File: src/rtl/mem_access_stage_pkg.sv
// rtl/mem_access_stage_pkg.sv - bundle layouts and FSM state type shared by the MEM stage
package mem_access_stage_pkg;

    // EX->MEM bundle (39 bits)
    localparam int EX_W          = 39;
    localparam int EX_ALU_LSB    = 23;
    localparam int EX_STORE_LSB  = 7;
    localparam int EX_WR_BIT     = 6;
    localparam int EX_RD_BIT     = 5;
    localparam int EX_WB_EN_BIT  = 4;
    localparam int EX_DEST_LSB   = 1;
    localparam int EX_MUX_BIT    = 0;

    // MEM->WB bundle (37 bits)
    localparam int WB_W          = 37;

    localparam int DATA_W        = 16;
    localparam int DEST_W        = 3;

    typedef enum logic {
        ST_IDLE   = 1'b0,
        ST_ACCESS = 1'b1
    } state_t;

    // Packs the MEM->WB bundle: [36:21] alu, [20:5] read data, [4] wb_en, [3:1] dest, [0] mux.
    function automatic logic [WB_W-1:0] pack_wb(
        input logic [DATA_W-1:0] alu,
        input logic [DATA_W-1:0] rdata,
        input logic              wb_en,
        input logic [DEST_W-1:0] dest,
        input logic              mux
    );
        return {alu, rdata, wb_en, dest, mux};
    endfunction

endpackage

File: src/rtl/mem_access_stage_fsm.sv
// rtl/mem_access_stage_fsm.sv - data-memory access sequencer: state, timeout counter, dmem request regs
//   clk, rst_n                       clock, async active-low reset
//   start, start_we                  begin an access this cycle (only honoured in IDLE), store select
//   start_addr, start_wdata          address / store data captured with start
//   dmem_ack                         completion pulse from memory, only looked at in ACCESS
//   state                            current FSM state
//   done                             access completes this cycle (ack or timeout)
//   timed_out                        completion forced by the timeout counter
//   dmem_req/we/addr/wdata           registered memory request bus
module dmem_access_fsm
    import mem_access_stage_pkg::*;
#(
    parameter int MEM_TIMEOUT = 255
) (
    input  logic              clk,
    input  logic              rst_n,
    input  logic              start,
    input  logic              start_we,
    input  logic [DATA_W-1:0] start_addr,
    input  logic [DATA_W-1:0] start_wdata,
    input  logic              dmem_ack,
    output state_t            state,
    output logic              done,
    output logic              timed_out,
    output logic              dmem_req,
    output logic              dmem_we,
    output logic [DATA_W-1:0] dmem_addr,
    output logic [DATA_W-1:0] dmem_wdata
);

    localparam int CNT_W = (MEM_TIMEOUT < 1) ? 1 : $clog2(MEM_TIMEOUT + 1);
    localparam logic [CNT_W-1:0] CNT_LAST = (MEM_TIMEOUT < 1) ? '0 : CNT_W'(MEM_TIMEOUT - 1);

    state_t           state_next;
    logic [CNT_W-1:0] count;
    logic             timeout_hit;

    assign timeout_hit = (MEM_TIMEOUT != 0) && (count == CNT_LAST);

    always_comb begin
        state_next = state;
        done       = 1'b0;
        timed_out  = 1'b0;
        case (state)
            ST_IDLE: begin
                if (start) begin
                    state_next = ST_ACCESS;
                end
            end
            ST_ACCESS: begin
                done      = dmem_ack | timeout_hit;
                // An ack arriving on the last allowed cycle still counts as a real completion.
                timed_out = timeout_hit & ~dmem_ack;
                if (done) begin
                    state_next = ST_IDLE;
                end
            end
            default: state_next = ST_IDLE;
        endcase
    end

    always_ff @(posedge clk or negedge rst_n) begin
        if (!rst_n) begin
            state      <= ST_IDLE;
            count      <= '0;
            dmem_req   <= 1'b0;
            dmem_we    <= 1'b0;
            dmem_addr  <= '0;
            dmem_wdata <= '0;
        end else begin
            state <= state_next;
            case (state)
                ST_IDLE: begin
                    count <= '0;
                    if (start) begin
                        dmem_req   <= 1'b1;
                        dmem_we    <= start_we;
                        dmem_addr  <= start_addr;
                        dmem_wdata <= start_wdata;
                    end
                end
                ST_ACCESS: begin
                    if (done) begin
                        count    <= '0;
                        dmem_req <= 1'b0;
                        dmem_we  <= 1'b0;
                    end else begin
                        count <= count + 1'b1;
                    end
                end
                default: begin
                    count    <= '0;
                    dmem_req <= 1'b0;
                end
            endcase
        end
    end

endmodule

File: src/rtl/mem_access_stage.sv
// rtl/mem_access_stage.sv - MEM pipeline stage: load/store over req/ack bus, registered MEM->WB bundle
//   clk, rst_n          clock, async active-low reset
//   ex_valid            EX bundle valid (0 = bubble)
//   pipeline_reg_in     39-bit EX->MEM bundle
//   pipeline_reg_out    37-bit registered MEM->WB bundle
//   mem_stall           hold upstream stages this cycle
//   mem_op_dest         dest register of the instruction occupying MEM
//   mem_err             sticky error: access timeout or read+write both requested
//   dmem_req/we/addr/wdata, dmem_ack/rdata   data-memory bus
module mem_access_stage
    import mem_access_stage_pkg::*;
#(
    parameter int MEM_TIMEOUT = 255
) (
    input  logic              clk,
    input  logic              rst_n,
    input  logic              ex_valid,
    input  logic [EX_W-1:0]   pipeline_reg_in,
    output logic [WB_W-1:0]   pipeline_reg_out,
    output logic              mem_stall,
    output logic [DEST_W-1:0] mem_op_dest,
    output logic              mem_err,
    output logic              dmem_req,
    output logic              dmem_we,
    output logic [DATA_W-1:0] dmem_addr,
    output logic [DATA_W-1:0] dmem_wdata,
    input  logic              dmem_ack,
    input  logic [DATA_W-1:0] dmem_rdata
);

    logic [DATA_W-1:0] in_alu;
    logic [DATA_W-1:0] in_store;
    logic              in_wr;
    logic              in_rd;
    logic              in_wb_en;
    logic [DEST_W-1:0] in_dest;
    logic              in_mux;

    assign in_alu   = pipeline_reg_in[EX_ALU_LSB +: DATA_W];
    assign in_store = pipeline_reg_in[EX_STORE_LSB +: DATA_W];
    assign in_wr    = pipeline_reg_in[EX_WR_BIT];
    assign in_rd    = pipeline_reg_in[EX_RD_BIT];
    assign in_wb_en = pipeline_reg_in[EX_WB_EN_BIT];
    assign in_dest  = pipeline_reg_in[EX_DEST_LSB +: DEST_W];
    assign in_mux   = pipeline_reg_in[EX_MUX_BIT];

    state_t state;
    logic   start;
    logic   done;
    logic   timed_out;

    // Captured instruction while the access is outstanding.
    logic [DATA_W-1:0] cap_alu;
    logic              cap_load;
    logic              cap_wb_en;
    logic [DEST_W-1:0] cap_dest;
    logic              cap_mux;

    logic [DATA_W-1:0] read_data;
    logic [WB_W-1:0]   out_next;

    assign start = (state == ST_IDLE) && ex_valid && (in_rd || in_wr);

    dmem_access_fsm #(
        .MEM_TIMEOUT (MEM_TIMEOUT)
    ) u_fsm (
        .clk         (clk),
        .rst_n       (rst_n),
        .start       (start),
        .start_we    (in_wr),
        .start_addr  (in_alu),
        .start_wdata (in_store),
        .dmem_ack    (dmem_ack),
        .state       (state),
        .done        (done),
        .timed_out   (timed_out),
        .dmem_req    (dmem_req),
        .dmem_we     (dmem_we),
        .dmem_addr   (dmem_addr),
        .dmem_wdata  (dmem_wdata)
    );

    // Only a pure load returns memory data; stores (including read+write) and timeouts give zero.
    assign read_data = (cap_load && dmem_ack) ? dmem_rdata : '0;

    always_comb begin
        out_next    = '0;
        mem_stall   = 1'b0;
        mem_op_dest = '0;
        if (state == ST_IDLE) begin
            mem_stall = start;
            if (ex_valid) begin
                mem_op_dest = in_dest;
                if (!(in_rd || in_wr)) begin
                    out_next = pack_wb(in_alu, '0, in_wb_en, in_dest, in_mux);
                end
            end
        end else begin
            mem_stall   = ~done;
            mem_op_dest = cap_dest;
            if (done) begin
                out_next = pack_wb(cap_alu, read_data, cap_wb_en, cap_dest, cap_mux);
            end
        end
    end

    always_ff @(posedge clk or negedge rst_n) begin
        if (!rst_n) begin
            pipeline_reg_out <= '0;
            mem_err          <= 1'b0;
            cap_alu          <= '0;
            cap_load         <= 1'b0;
            cap_wb_en        <= 1'b0;
            cap_dest         <= '0;
            cap_mux          <= 1'b0;
        end else begin
            pipeline_reg_out <= out_next;
            if (start) begin
                cap_alu   <= in_alu;
                cap_load  <= in_rd & ~in_wr;
                cap_wb_en <= in_wb_en;
                cap_dest  <= in_dest;
                cap_mux   <= in_mux;
            end
            if ((start && in_rd && in_wr) || timed_out) begin
                mem_err <= 1'b1;
            end
        end
    end

endmodule
File: config.mk
export PLATFORM = sky130hd
export DESIGN_NAME = mem_access_stage
export DESIGN_NICKNAME = d
export VERILOG_FILES = /design/src/rtl/mem_access_stage_pkg.sv /design/src/rtl/mem_access_stage_fsm.sv /design/src/rtl/mem_access_stage.sv
export SDC_FILE = /design/constraint.sdc
export NUM_CORES = 1
export LEC_CHECK = 0
export CAP_MARGIN = 0
export CORE_UTILIZATION = 45
export DETAILED_ROUTE_END_ITERATION = 6
export MAX_ROUTING_LAYER = met4
export PLACE_DENSITY = 0.89
export SLEW_MARGIN = 20
export SYNTH_ARGS = -nofsm -noshare
export SYNTH_HDL_FRONTEND = slang
export SYNTH_HIERARCHICAL = 1
export SYNTH_SLANG_ARGS = --single-unit
File: constraint.sdc
create_clock -name clk -period 5.16 [get_ports clk]
set_clock_uncertainty 0.15 [all_clocks]
set_input_delay 0.774 -clock clk [delete_from_list [all_inputs] [get_ports clk]]
set_output_delay 0.774 -clock clk [all_outputs]
set_load 0.03 [all_outputs]
==> impl_metrics.env <==
export IMPL_synthSimpleGateAreaFrac_pct=15.4
export IMPL_yosys_warnings=6
export IMPL_synth_edf_count=0
export IMPL_first_pass_iters=4
export IMPL_critPathKind="in2out"
export IMPL_drv_slew=0
export IMPL_fin_setup_tns_ns=0
export IMPL_critPathRequiredTime_ns=4.24
export IMPL_dp_hpwl_mm=6.29
export IMPL_min_delay_path_class="reg2reg"
export IMPL_synth_compound_area_share_pct=8.32
export IMPL_max_freq_ghz=0.254
export IMPL_maxCapViolations=0
export IMPL_peakVddDrop_mv=0.306
export IMPL_clk_latency_ns=0.35
export IMPL_postCtsSetupBuffers=0
export IMPL_syn_area_sq_um=4020
export IMPL_synth_cells=330
export IMPL_cts_tree="done"
export IMPL_fillers=683
export IMPL_drtIter0Drc=145
export IMPL_synthArstFlopShare_pct=100
export IMPL_cts_root_buf="clkbuf_8"
export IMPL_overflow=0
export IMPL_end_kind="output pin"
export IMPL_min_from="u_fsm/dmem_addr[2]"
export IMPL_n_antenna_cell=0
export IMPL_grt_pass1_wl_mm=14.4
export IMPL_relSlewSlack_pct=36.5
export IMPL_wire_per_inst_um=15.8
export IMPL_ctsHoldBuffers=0
export IMPL_yosys_top_cells_area="dfrtp_1, nand2_1, mux2_4"
export IMPL_r2r_start="u_fsm/count[0]"
export IMPL_ctsLongestPathBuffers=2
export IMPL_cts_max_level=3
export IMPL_worst_slew_pin_slew_ns=0.953
export IMPL_grt_use_total_pct=21.0
export IMPL_initial_core_util_pct=46.3
export IMPL_finalPower_w=0.00248
export IMPL_postRouteAntennaNets=0
export IMPL_via_per_inst=5.06
export IMPL_path_clk_slew_ns=0.10
export IMPL_status="finished, final reports clean"
export IMPL_drc_errors=0
export IMPL_grt_pass1_vias=3055
export IMPL_rsz0062_at_grt="no"
export IMPL_ioPinCount=135
export IMPL_clock_sinks=103
export IMPL_port_buffers=134
export IMPL_cts_made_buffers=9
export IMPL_pwr_density_cell_nw_per_um2=443
export IMPL_hold_viol=0
export IMPL_grt_start_max_net_pins=73
export IMPL_place_congestion=0.710
export IMPL_cp_max_fo=26
export IMPL_setup_viol=0
export IMPL_ys_types=38
export IMPL_power_leakage_nw=2.60
export IMPL_synthToLayoutAreaGrowth_pct=39.4
export IMPL_synth_seq_cells=103
export IMPL_drive_above_1_share_pct=10.0
export IMPL_post_route_period_util_pct=76.4
export IMPL_row_count=34
export IMPL_placeableCoreArea_sq_um=8680
export IMPL_syn_area_per_cell_sq_um=12.2
export IMPL_vias=2917
export IMPL_syn_nets=391
export IMPL_die_h_um=96.5
export IMPL_synthMuxAreaShare_pct=7.82
export IMPL_cp_arrival_ns=3.02
export IMPL_finalWirelength_mm=9.10
export IMPL_final_cell_mix="clkdlybuf4s50_1, dfrtp_1, nand2_1, a22o_1, mux2_4"
export IMPL_period_minus_slack_ns=3.94
export IMPL_die_x_um=96.5
export IMPL_critPathLaunchType="input port"
export IMPL_finalNetCount=524
export IMPL_post_cts_resized=0
export IMPL_ff_latch_area_sq_um=2580
export IMPL_synthAdderAreaFrac_pct=0.623
export IMPL_synthXorXnorAreaFrac_pct=0.654
export IMPL_synth_top_area_share_pct=64.2
export IMPL_yosysTopAreaCell="dfrtp_1"
export IMPL_ys_flop_type="dfrtp_1"
export IMPL_synth_top_family_by_area="simple AND/OR/NAND/NOR gates"
export IMPL_grt_antenna_before_repair=0
export IMPL_seq_area_frac_synth_pct=64.2
export IMPL_crit_start="ex_valid"
export IMPL_layout_commonest_cell="clkdlybuf4s50_1"
export IMPL_die_area_sq_um=9300
export IMPL_multi_input_area_sq_um=1320
where the power goes:
part / internal, W / switching (W)
Combinational: 0.000410 / 0.000511
Clock: 0.000180 / 0.000282
Sequential: 0.000988 / 0.000107
Total: 0.00158 / 0.000901
metrics by stage:
step                      utilization, %  instances  hold slack [ns]  setup slack (ns)  area [sq um]
after detailed placement            62.4        560            0.313              1.19          5410
after floorplan                        -        330            0.319              2.64          4020
after global placement              62.4        560            0.307              1.26          5410
after CTS                           64.5        576            0.337              1.18          5600
after global routing                64.5        576            0.364              1.06          5600
final                               64.5        576            0.334              1.22          5600
worst max-delay path, stage by stage:
cell and delay (ns):
clkdlybuf4s50_1 0.45, nor2b_1 0.45, o21a_4 0.53, a21o_1 0.13
clkdlybuf4s50_1 0.68
layout make-up:
type,instances,share of cell area [%]
multi-input cells,208,23.6
clock buffers,9,2.21
repair buffers,138,24.5
clock inverters,7,1.05
inverters,3,0.201
well taps,108,2.42
flip-flops and latches,103,46.1
worst paths after layout:
check,to,slack [ns],cells past startpoint
worst max-delay path,mem_stall,1.22,5
worst min-delay path,u_fsm/dmem_addr[2],0.33,2
worst max register to register,pipeline_reg_out[20],2.17,8
worst min register to register,u_fsm/dmem_addr[2],0.33,2
max in group asynchronous,cap_alu[12],3.52,2
min in group asynchronous,pipeline_reg_out[27],0.39,1
synthesized netlist by cell type, types with 2 or more instances:
cell      number
nand3_1        4
a22o_1        24
ha_1           2
o21ai_0        3
mux2_2         3
dfrtp_1      103
and2_1        17
mux2_4        18
xor2_1         2
nor2_1         5
buf_4          2
inv_1          3
nand2_1      100
buf_12         2
clkbuf_1      10
nand2b_1       3
nor2b_1        2
a21oi_1        7
cells by family after synthesis:
kind of cell    count (synthesis)
buf+inv                        19
compound gates                 42
flops                         103
fa+ha+maj                       2
simple gates                  139
xor+xnor                        3
mux                            22
flip-flops by register name, indices dropped and copies added, names as in the netlist:
signal / flops
pipeline_reg_out: 37
cap_alu: 16
u_fsm/dmem_addr: 16
u_fsm/dmem_wdata: 16
u_fsm/count: 8
cap_dest: 3
cap_load: 1
cap_mux: 1
cap_wb_en: 1
mem_err: 1
u_fsm/dmem_req: 1
u_fsm/dmem_we: 1
u_fsm/state: 1
per-layer routing:
layer / routed length [um] / track usage (%) / part of all wire [%]
met4: 126 / 6.13 / 1.4
met1: 3730 / 25.2 / 41
met3: 658 / 5.56 / 7.2
met2: 4580 / 35.0 / 50
met5: 0 / - / 0
No activity file was read; power rests on OpenSTA's default activity.
